### src/rtl/cache_pkg.sv
// Shared cache definitions: line-fill FSM states, beat geometry and line type.
package cache_pkg;

  // Line-fill controller states; exposed on the debug port as well.
  typedef enum logic [1:0] {
    IDLE = 2'd0,
    REQ  = 2'd1,
    WAIT = 2'd2,
    DONE = 2'd3
  } fill_state_t;

  // One memory beat is a 64-bit little-endian word.
  localparam int BEAT_BYTES = 8;
  localparam int BEAT_W     = 64;

  // Default line geometry (4 beats = 32 bytes = 256 bits).
  localparam int DEF_BEATS  = 4;
  localparam int DEF_LINE_W = DEF_BEATS * BEAT_W;

  typedef logic [DEF_LINE_W-1:0] line_t;

  // Bytes covered by one line of the given number of beats.
  function automatic int line_bytes(input int beats);
    return beats * BEAT_BYTES;
  endfunction

endpackage

### src/rtl/line_fill_ctrl_if.sv
// Bundle of the cache-side miss handshake and the Pmem read port.
// Handshakes:
//   miss_req/miss_ready : a miss is accepted on a posedge where both are 1;
//                         miss_req while miss_ready=0 is dropped, never queued.
//   fill_done/fill_err  : single-cycle pulse, no back-pressure; fill_line and
//                         fill_base stay stable until the next accepted miss.
//   mem_rd_en/mem_data_valid : one read outstanding at a time; mem_rd_en is a
//                         one-cycle pulse, the data beat is taken on the first
//                         cycle mem_data_valid=1 while the fill is waiting.
interface line_fill_ctrl_if #(
  parameter int ADDR_W = 32,
  parameter int BEATS  = 4
);
  logic                  miss_req;
  logic [ADDR_W-1:0]     miss_addr;
  logic                  miss_ready;
  logic                  fill_done;
  logic                  fill_err;
  logic [ADDR_W-1:0]     fill_base;
  logic [BEATS*64-1:0]   fill_line;
  logic                  mem_rd_en;
  logic [ADDR_W-1:0]     mem_addr;
  logic [63:0]           mem_data;
  logic                  mem_data_valid;

  // The line-fill controller side.
  modport master (
    input  miss_req, miss_addr, mem_data, mem_data_valid,
    output miss_ready, fill_done, fill_err, fill_base, fill_line,
           mem_rd_en, mem_addr
  );

  // The environment side: cache controller plus physical memory.
  modport slave (
    output miss_req, miss_addr, mem_data, mem_data_valid,
    input  miss_ready, fill_done, fill_err, fill_base, fill_line,
           mem_rd_en, mem_addr
  );
endinterface

### src/rtl/line_fill_ctrl.sv
// Line-fill controller: on an accepted miss, reads a whole cache line from Pmem
// one 64-bit beat at a time, critical word first with wrap inside the line,
// then pulses fill_done (with fill_err if a beat timed out).
module line_fill_ctrl
  import cache_pkg::*;
#(
  parameter int ADDR_W  = 32,
  parameter int BEATS   = 4,
  parameter int TIMEOUT = 64
) (
  input  logic              clk,
  input  logic              rst,
  line_fill_ctrl_if.master  bus,
  output fill_state_t       dbg_state_o
);

  localparam int LINE_BYTES = line_bytes(BEATS);
  localparam int OFF_W      = $clog2(LINE_BYTES);
  localparam int IDX_W      = $clog2(BEATS);
  localparam int TMO_W      = $clog2(TIMEOUT + 1);
  localparam int LINE_W     = BEATS * BEAT_W;

  localparam logic [ADDR_W-1:0] OFF_MASK = ADDR_W'(LINE_BYTES - 1);
  localparam logic [IDX_W-1:0]  LAST_CNT = IDX_W'(BEATS - 1);
  localparam logic [TMO_W-1:0]  TMO_LAST = TMO_W'(TIMEOUT - 1);
  localparam logic [TMO_W-1:0]  TMO_HIT  = TMO_W'(TIMEOUT);

  fill_state_t        state_q, state_d;
  logic [ADDR_W-1:0]  base_q,  base_d;
  logic [IDX_W-1:0]   beat_q,  beat_d;   // slot currently being fetched
  logic [IDX_W-1:0]   cnt_q,   cnt_d;    // beats already completed
  logic [TMO_W-1:0]   tmo_q,   tmo_d;    // idle cycles spent in WAIT
  logic               err_q,   err_d;
  logic [LINE_W-1:0]  line_q,  line_d;

  // Register update; reset returns every register to zero / IDLE at once,
  // which also abandons any read still in flight.
  always_ff @(posedge clk) begin
    if (rst) begin
      state_q <= IDLE;
      base_q  <= '0;
      beat_q  <= '0;
      cnt_q   <= '0;
      tmo_q   <= '0;
      err_q   <= 1'b0;
      line_q  <= '0;
    end else begin
      state_q <= state_d;
      base_q  <= base_d;
      beat_q  <= beat_d;
      cnt_q   <= cnt_d;
      tmo_q   <= tmo_d;
      err_q   <= err_d;
      line_q  <= line_d;
    end
  end

  // Next-state and datapath decisions for the fill sequence.
  always_comb begin
    state_d = state_q;
    base_d  = base_q;
    beat_d  = beat_q;
    cnt_d   = cnt_q;
    tmo_d   = tmo_q;
    err_d   = err_q;
    line_d  = line_q;

    case (state_q)
      IDLE: begin
        if (bus.miss_req) begin
          // Byte-in-word bits are dropped; the word index picks the first beat.
          base_d  = bus.miss_addr & ~OFF_MASK;
          beat_d  = bus.miss_addr[OFF_W-1:3];
          cnt_d   = '0;
          tmo_d   = '0;
          err_d   = 1'b0;
          state_d = REQ;
        end
      end

      REQ: begin
        // Read is issued this cycle; data cannot be taken before WAIT.
        tmo_d   = '0;
        state_d = WAIT;
      end

      WAIT: begin
        if (bus.mem_data_valid) begin
          line_d[{beat_q, 6'd0} +: BEAT_W] = bus.mem_data;
          // Index is IDX_W bits wide, so the increment wraps inside the line.
          beat_d = beat_q + 1'b1;
          if (cnt_q == LAST_CNT) begin
            state_d = DONE;
          end else begin
            cnt_d   = cnt_q + 1'b1;
            state_d = REQ;
          end
        end else if (tmo_q == TMO_LAST) begin
          // Give up on the whole line; unfetched slots keep older data.
          tmo_d   = TMO_HIT;
          err_d   = 1'b1;
          state_d = DONE;
        end else begin
          tmo_d = tmo_q + 1'b1;
        end
      end

      DONE: begin
        state_d = IDLE;
      end

      default: begin
        state_d = IDLE;
      end
    endcase
  end

  // Outputs decode directly from registered state, so they are glitch-free
  // and take their reset values in the cycle after rst is sampled.
  assign bus.miss_ready = (state_q == IDLE);
  assign bus.fill_done  = (state_q == DONE);
  assign bus.fill_err   = (state_q == DONE) && err_q;
  assign bus.fill_base  = base_q;
  assign bus.fill_line  = line_q;
  assign bus.mem_rd_en  = (state_q == REQ);
  // base is line-aligned, so adding the beat offset never carries out of the line.
  assign bus.mem_addr   = base_q + ADDR_W'({beat_q, 3'b000});
  assign dbg_state_o    = state_q;

endmodule
### src/flat_wrapper.sv
// flat-port wrapper written by rule: the top's interface ports become plain ports
module line_fill_ctrl_flat import cache_pkg::*;
#(
  parameter int ADDR_W  = 32,
  parameter int BEATS   = 4,
  parameter int TIMEOUT = 64
)
  (clk, rst, dbg_state_o, bus_miss_req, bus_miss_addr, bus_mem_data, bus_mem_data_valid, bus_miss_ready, bus_fill_done, bus_fill_err, bus_fill_base, bus_fill_line, bus_mem_rd_en, bus_mem_addr);
  line_fill_ctrl_if #(.ADDR_W(ADDR_W), .BEATS(BEATS)) bus_i ();
  input  logic clk;
  input  logic rst;
  output fill_state_t dbg_state_o;
  input wire logic [$bits(bus_i.miss_req)-1:0] bus_miss_req;
  input wire logic [$bits(bus_i.miss_addr)-1:0] bus_miss_addr;
  input wire logic [$bits(bus_i.mem_data)-1:0] bus_mem_data;
  input wire logic [$bits(bus_i.mem_data_valid)-1:0] bus_mem_data_valid;
  output wire logic [$bits(bus_i.miss_ready)-1:0] bus_miss_ready;
  output wire logic [$bits(bus_i.fill_done)-1:0] bus_fill_done;
  output wire logic [$bits(bus_i.fill_err)-1:0] bus_fill_err;
  output wire logic [$bits(bus_i.fill_base)-1:0] bus_fill_base;
  output wire logic [$bits(bus_i.fill_line)-1:0] bus_fill_line;
  output wire logic [$bits(bus_i.mem_rd_en)-1:0] bus_mem_rd_en;
  output wire logic [$bits(bus_i.mem_addr)-1:0] bus_mem_addr;
  assign bus_i.miss_req = bus_miss_req;
  assign bus_i.miss_addr = bus_miss_addr;
  assign bus_i.mem_data = bus_mem_data;
  assign bus_i.mem_data_valid = bus_mem_data_valid;
  assign bus_miss_ready = bus_i.miss_ready;
  assign bus_fill_done = bus_i.fill_done;
  assign bus_fill_err = bus_i.fill_err;
  assign bus_fill_base = bus_i.fill_base;
  assign bus_fill_line = bus_i.fill_line;
  assign bus_mem_rd_en = bus_i.mem_rd_en;
  assign bus_mem_addr = bus_i.mem_addr;
  line_fill_ctrl #(.ADDR_W(ADDR_W), .BEATS(BEATS), .TIMEOUT(TIMEOUT)) u_core (.clk(clk), .rst(rst), .bus(bus_i), .dbg_state_o(dbg_state_o));
endmodule
### config.mk
export PLATFORM = sky130hd
export DESIGN_NAME = line_fill_ctrl_flat
export DESIGN_NICKNAME = d
export VERILOG_FILES = /design/src/rtl/cache_pkg.sv /design/src/rtl/line_fill_ctrl_if.sv /design/src/rtl/line_fill_ctrl.sv /design/src/flat_wrapper.sv
export SDC_FILE = /design/constraint.sdc
export NUM_CORES = 1
export LEC_CHECK = 0
export CORE_AREA = 2 2 163 165
export DETAILED_ROUTE_END_ITERATION = 10
export DIE_AREA = 0 0 165 167
export PLACE_DENSITY = 0.79
export SLEW_MARGIN = 0
export SYNTH_ARGS = -nofsm -noshare
export SYNTH_HDL_FRONTEND = slang
export SYNTH_SLANG_ARGS = --single-unit
### constraint.sdc
create_clock -name clk -period 4.4 [get_ports clk]
set_clock_uncertainty 0.05 [all_clocks]
set_input_delay 0.44 -clock clk [delete_from_list [all_inputs] [get_ports clk]]
set_output_delay 0.44 -clock clk [all_outputs]
set_load 0.02 [all_outputs]
* Word-level counts from Yosys, hierarchy flattened *
Cells that the tools add are included.

storage, ports and cells
  register bits = 297
  input bits = 100
  output and inout port bits = 326
  word-level logic and storage cells = 57

operators by class
  add/sub/neg operators = 5
  eq/ne operators = 11
  shift-type cells = 2
  muxes and demuxes = 21
  reduce and logical (&&, ||, !) cells = 11

operators by type and width
  operator                                                                    count
  256-bit bitwise mux                                                         1
  64-bit by 10-bit variable shift with 256-bit output (first input constant)  1
  64-bit by 10-bit variable part select with 256-bit output                   1
  32-bit by 5-bit adder with 32-bit output                                    1
  7-bit two-way mux                                                           3
  7-bit case mux with 3 select lines                                          1
  2-bit two-way mux                                                           9
  8-bit negator with 10-bit output                                            1
  2-bit inequality test (second input constant)                               4
  2-bit case mux with 2 select lines                                          2
  2-bit case mux with 4 select lines                                          1
  4-bit AND reduction                                                         2
  7-bit by 1-bit adder with 7-bit output (second input constant)              1
  7-bit by 6-bit equality test with 1-bit output (second input constant)      1
  2-bit equality test (second input constant)                                 3
  2-bit AND reduction                                                         3
  3-bit AND reduction                                                         2
  2-bit by 1-bit adder with 2-bit output (second input constant)              2
  1-bit two-way mux                                                           3
  3-bit by 2-bit inequality test with 1-bit output (second input constant)    1
  3-bit nonzero test                                                          1
  2-bit by 1-bit equality test with 1-bit output (second input constant)      1
  2-bit logical NOT                                                           1
  2-bit by 1-bit inequality test with 1-bit output (second input constant)    1
  3 further kinds                                                             3

* Logic depth before layout (Yosys ltp) *
Gate-level depths: netlist (run 1).

  depth after elaboration = 4
  depth in mapped cells = 8
  mapped depth without buffers = 6

* Least setup slack after synthesis (run 1) *
OpenSTA, ideal clock, no wires.

  path type = register -> register
  start point = register u_core.beat_q[0]
  end point = register u_core.line_q[100] (netlist: u_core.bus.fill_line[100])
  setup time = 0.070 ns
  data arrival time = 2.109 ns
  required time = 4.280 ns
  path slack = 2.171 ns
  stages on the path, launching flop included = 9
  buffers on the path = 2
  clock period less this slack = 2.229 ns
  cell sequence = dfxtp_1 -> inv_1 -> ha_1 -> nand2b_1 -> nor2_1 -> buf_2 -> buf_1 -> nand3_1 -> a21oi_1

between the ends
  word-level cells in the longest chain between the ends = 3
  elaborated cells on any way between the ends = 4
  classes of those cells = 1 x add/sub; 2 x shift; 1 x mux

ends and longest elaborated chain
  element                                                                                                                                  line                  RTL
  start, declared                                                                                                                          line_fill_ctrl.sv:30  logic [IDX_W-1:0] beat_q, beat_d;
  start signal, assigned                                                                                                                   line_fill_ctrl.sv:50  beat_q <= beat_d;
  8-bit negator with 10-bit output (*)                                                                                                     line_fill_ctrl.sv:89  line_d[{beat_q, 6'd0} +: BEAT_W] = bus.mem_data;
  64-bit by 10-bit variable part select with 256-bit output / 64-bit by 10-bit variable shift with 256-bit output (equally long branches)  line_fill_ctrl.sv:89
  256-bit bitwise mux (*)                                                                                                                  line_fill_ctrl.sv:89
  end signal, assigned                                                                                                                     line_fill_ctrl.sv:54  line_q <= line_d;
  end, declared                                                                                                                            line_fill_ctrl.sv:34  logic [LINE_W-1:0] line_q, line_d;

Mark *: on every way between the ends. The rest lies on a longest branch, timed or not.
A chain may end at the register's enable or synchronous reset.

* Worst setup path after layout (run 1) *
  start point = register u_core.beat_q[0]
  end point = register u_core.line_q[81] (netlist: u_core.bus.fill_line[81])

The elaborated chain is that of the path after synthesis.

==> results of run 1 <==
==> cell type report <==
class                      count  share of cell area [%]
inverter                       4                 0.09195
timing repair buffer         434                   26.48
tap                          335                   2.567
clock buffer                  45                   5.563
multi-input combinational    867                   27.99
clock inverter                 9                  0.8889
sequential                   297                   36.41
==> worst max-delay path, stage by stage (launching register included) <==
cell and delay, ns:
dfxtp_1 0.60, inv_1 0.27, ha_1 0.48, nand2b_1 0.22, nor2_4 0.62, buf_12 0.29
nand3_1 0.10, a21oi_1 0.20
==> layer usage <==
metal / vias to the layer above / part of all wire (%) / global-route usage, %
li1: 5082 / - / -
met1: 5244 / 39 / 32.59
met2: 482 / 49 / 46.00
met3: 100 / 9.0 / 7.572
met4: 0 / 3.8 / 10.66
met5: - / 0 / 0
==> cells in the mapped netlist, types with 2 or more instances <==
cell        n  area (um2)
dfxtp_1   297        5946
nand2_1   238       893.4
a21oi_1   213        1066
nand3_1   181       905.9
nor2_1     90       337.8
clkbuf_1   59       221.5
buf_2      42       210.2
a22oi_2    40       500.5
a22oi_1    39       292.8
buf_4      35       262.8
ha_1        7       87.58
and3_1      6       37.54
buf_6       6       67.56
buf_1       5       18.77
and2_1      4       25.02
inv_1       4       15.01
nand2b_1    4       25.02
o21ai_0     4       20.02
a211oi_1    2       15.01
mux2i_1     2       20.02
nand4b_1    2       17.52
nor2b_1     2       12.51
nor3b_1     2       15.01
nor4bb_1    2       20.02
or3_1       2       12.51
or3b_1      2       17.52
xnor2_1     2       17.52
==> worst paths after layout <==
check | from | to | slack (ns)
setup / recovery | u_core.beat_q[0] | u_core.bus.fill_line[81] | 1.44
hold reg to reg | u_core.bus.fill_line[59] | u_core.bus.fill_line[59] | 0.40
hold / removal | rst | u_core.bus.fill_line[90] | 0.31
setup reg to reg | u_core.beat_q[0] | u_core.bus.fill_line[81] | 1.44
==> state kept, by name, summed over array words and instances, names as in the netlist <==
signal / flops
u_core.err_q: 1
u_core.beat_q: 2
u_core.tmo_q: 7
u_core.bus.fill_base: 27
u_core.cnt_q: 2
u_core.dbg_state_o: 2
u_core.bus.fill_line: 256
==> through the flow <==
step / area, um2 / utilization (%)
after floorplan: 11260 / -
after global placement: 15270 / 59.29
after detailed placement: 15270 / 59.29
after CTS: 16330 / 63.38
after global routing: 16330 / 63.38
final: 16330 / 63.38
==> cell families after synthesis <==
logic type | after synthesis | share of synthesized area (%)
simple gates | 545 | 21.60
compound gates | 303 | 17.25
flops | 297 | 52.92
buf+inv | 151 | 7.082
fa+ha+maj | 7 | 0.7795
xor+xnor | 2 | 0.1559
mux | 2 | 0.1782
other cells | 1 | 0.03338
==> power by group <==
| part | leakage, uW | switching, uW | internal [uW] |
|---|---|---|---|
| combinational | 0.00254 | 325 | 198 |
| sequential | 0.00240 | 28.2 | 2720 |
| clock | 0.000523 | 1050 | 1650 |
| total | 0.00546 | 1400 | 4560 |
==> impl_metrics.json, run 1 <==
{
  "fin_nets": 1742,
  "clk_pin_slew_ns": 0.06,
  "antenna_found_initial": 0,
  "cp_max_fo": 34,
  "synthesis.area_um2": 11240,
  "dp_hpwl_um": 25190,
  "setup-tns-final_ns": 0,
  "gp_congestion": 0.8242,
  "insertion_delay_ns": 0.54,
  "fin_crit_ns": 2.958,
  "register_area_um2": 5946,
  "finalSetupViolCount": 0,
  "critPathRequiredTime_ns": 4.82,
  "yosysSeqAreaShare_pct": 52.92,
  "pre_cts_slack_ns": 1.462,
  "drt-vias-per-instance": 5.479,
  "ir_worst_vdd_mv": 0.2845,
  "gr-total-overflow": 0,
  "cts_sinks": 297,
  "crit_path_start_kind": "flip-flop",
  "total_power_uw": 5966,
  "ys_async_sr_fraction_pct": 0,
  "first_pass_iters": 10,
  "timing.final.ws_setup_ns": 1.442,
  "final-hold-violation-count": 0,
  "placementRows": 59,
  "arrival_ns": 3.38,
  "dieHeight_um": 167,
  "syn2layout_area_growth_pct": 45.32,
  "rr_worst_depth": 7,
  "final_cell_mix": "clkdlybuf4s50_1, dfxtp_1, nand2_1",
  "power_density_nw_per_um2": 365.4,
  "slew_headroom_pct": 31.91,
  "pin_count": 426,
  "hold_buffers": 0,
  "cts_buffer_depth": 3,
  "status": "completed",
  "multi_input_area_um2": 4571,
  "p_leak_uw": 0.005458,
  "wirelength_um": 39020,
  "ys_types": 43,
  "tightest_slew_ns": 1.013,
  "critPathCaptureType": "flip-flop",
  "grt_pass1_wl_um": 59600,
  "drv_slew": 0,
  "cts_tree": "done",
  "drtAntennaViolNets": 0,
  "final_common_cell": "clkdlybuf4s50_1",
  "grt_pass1_vias": 10760,
  "h-tree-depth": 1,
  "placedCellCount": 1937,
  "post_cts_buffers": 0,
  "grt_util_all_layers_pct": 27.24,
  "wl_per_cell_um": 19.60,
  "syn-instance-count": 1308,
  "portBuffers": 414,
  "hold_depth": 2,
  "drc": 0,
  "avgSynthCellArea_um2": 8.590,
  "cts_made_buffers": 31,
  "period_share_pct": 67.23,
  "hp-class": "input port to flip-flop",
  "ctsResizeCount": 0,
  "rsz0062_at_grt": "no",
  "drt_iter0_markers": 785,
  "synth_warnings": 0,
  "die_area_um2": 27560,
  "antenna-diode-count": 0,
  "synth_ff_type": "dfxtp_1",
  "fmax_ghz": 0.3380,
  "coreArea_um2": 25760,
  "grt_max_degree": 139,
  "ys_ff_latch": 297,
  "initial_core_util_pct": 43.61,
  "vias": 10910,
  "die_x_um": 165,
  "fill_cells": 2127,
  "drive_above_1_share_pct": 7.428,
  "critPathKind": "flip-flop to flip-flop",
  "synth_edf_count": 0,
  "cap_violations": 0,
  "cts-root-buf": "clkbuf_16",
  "fin_cells": 1991,
  "timing.hold.ws_ns": 0.3107
}
(Power assumes the default switching activity.)
==> run 2, diff against run 1 <==
- CORE_AREA: 2 2 163 165 -> not set
- CORE_MARGIN: not set -> 1.5
- CORE_UTILIZATION: not set -> 40
- DIE_AREA: 0 0 165 167 -> not set
- PLACE_DENSITY: 0.79 -> 0.77
- clock period: 4.4 -> 2.5 ns (I/O delays scaled with it)
==> impl_metrics.json, run 2 (same netlist as run 1, synthesis figures left out) <==
{
  "status": "completed",
  "die_x_um": 170.6,
  "fmax_ghz": 0.4408,
  "dieHeight_um": 170.6,
  "switching_share_pct": 24.25,
  "grt_pass1_wl_um": 58100,
  "fin_util_pct": 59.72,
  "die_area_um2": 29100,
  "dp_hpwl_um": 25490,
  "ir_worst_vdd_mv": 0.4726,
  "antenna_found_initial": 0,
  "fin_nets": 1759,
  "slew_headroom_pct": 56.78,
  "crit_path_start_kind": "flip-flop",
  "pin_count": 426,
  "cts_buffer_depth": 3,
  "final_cell_mix": "clkdlybuf4s50_1, dfxtp_1, nand2_1",
  "largest_reg_flops": 256,
  "fin_crit_ns": 2.268,
  "drc": 0,
  "first_pass_iters": 5,
  "cap_violations": 0,
  "timing.final.ws_setup_ns": 0.2316,
  "placementRows": 61,
  "drive_above_1_share_pct": 8.079,
  "combPwrFrac_pct": 9.6,
  "power_frac_seq_pct": 47.7,
  "initial_core_util_pct": 40.55,
  "h-tree-depth": 1,
  "internal_power_uw": 7656,
  "gr-total-overflow": 0,
  "cts_made_buffers": 31,
  "arrival_ns": 2.71,
  "finalSetupViolCount": 0,
  "cts_sinks": 297,
  "worstSetupStartpoint": "u_core.beat_q[1]",
  "wl_per_cell_um": 19.00,
  "portBuffers": 414,
  "vias": 11040,
  "final_common_cell": "clkdlybuf4s50_1",
  "critPathRequiredTime_ns": 2.94,
  "period_share_pct": 90.73,
  "antenna-diode-count": 0,
  "drtAntennaViolNets": 0,
  "grt_max_degree": 88,
  "grt_pass1_vias": 10550,
  "pre_cts_slack_ns": 0.1593,
  "syn2layout_area_growth_pct": 47.26,
  "p_leak_uw": 0.005531,
  "critPathCaptureType": "flip-flop",
  "final-hold-violation-count": 0,
  "hp-class": "input port to flip-flop",
  "tightest_slew_ns": 0.6483,
  "rsz0062_at_grt": "no",
  "insertion_delay_ns": 0.55,
  "drv_slew": 0,
  "coreArea_um2": 27710,
  "clk_pin_slew_ns": 0.06,
  "pwr-share-clk_pct": 42.7,
  "total_power_uw": 10110,
  "power_density_nw_per_um2": 610.8,
  "r2r-start": "u_core.beat_q[1]",
  "timing.hold.ws_ns": 0.1901,
  "power.switching_uw": 2451,
  "cts-root-buf": "clkbuf_16",
  "cp_max_fo": 63,
  "min_from": "bus_miss_addr[9]",
  "cts_tree": "done",
  "drt_iter0_markers": 914,
  "critPathKind": "flip-flop to flip-flop",
  "gp_congestion": 0.8370,
  "setup-tns-final_ns": 0,
  "wirelength_um": 38940,
  "drt-vias-per-instance": 5.386,
  "grt_util_all_layers_pct": 25.42
}
## run 2: worst max-delay path: stages (launching register included)
cell and delay (ns):
dfxtp_1 0.42, inv_1 0.12, ha_1 0.41, nand2b_1 0.26, nor4_4 0.26, buf_12 0.40, a22oi_1 0.13, nor2_1 0.11
## run 2: timing repair
action / in CTS / in global routing
endpoints found under the setup margin: 0 / 1
gates resized for setup: 0 / 1
hold buffers: 0 / 0
setup buffers: 0 / 0
## run 2: layout make-up
cell class	count	area, um2
flip-flops and latches	297	5947
clock buffers	49	923.4
repair buffers	451	4588
fillers	2362	11160
multi-input cells	867	4579
well taps	378	473.0
inverters	4	15.01
clock inverters	3	20.02
## run 2: path summary, 6_finish.rpt
path	to	slack, ns	cells after the start
max	u_core.bus.fill_line[128]	0.23	7
min	u_core.bus.fill_base[9]	0.19	3
max reg2reg	u_core.bus.fill_line[128]	0.23	7
min reg2reg	u_core.bus.fill_line[65]	0.40	2
## run 2: power groups by stage
| stage | clock (uW) | combinational, uW | sequential [uW] |
|---|---|---|---|
| floorplan | 0 | 418 | 4970 |
| global placement | 0 | 950 | 4920 |
| detailed placement | 0 | 961 | 4930 |
| CTS | 4400 | 965 | 4820 |
| global route | 4590 | 1020 | 4820 |
| finish | 4320 | 968 | 4820 |
## run 2: per-stage QoR
stage / cells / cell area [um2]
finish: 2049 / 16550
global route: 2049 / 16550
CTS: 2049 / 16540
detailed placement: 1997 / 15600
global placement: 1997 / 15600
floorplan: 1315 / 11260
## run 2: routing by layer
| metal | vias up | routed length (um) | GRT usage, % |
|---|---|---|---|
| li1 | 5123 | - | - |
| met1 | 5286 | 15570 | 30.72 |
| met2 | 516 | 18470 | 42.59 |
| met3 | 110 | 3276 | 6.523 |
| met4 | 0 | 1618 | 11.24 |
| met5 | - | 0 | 0 |
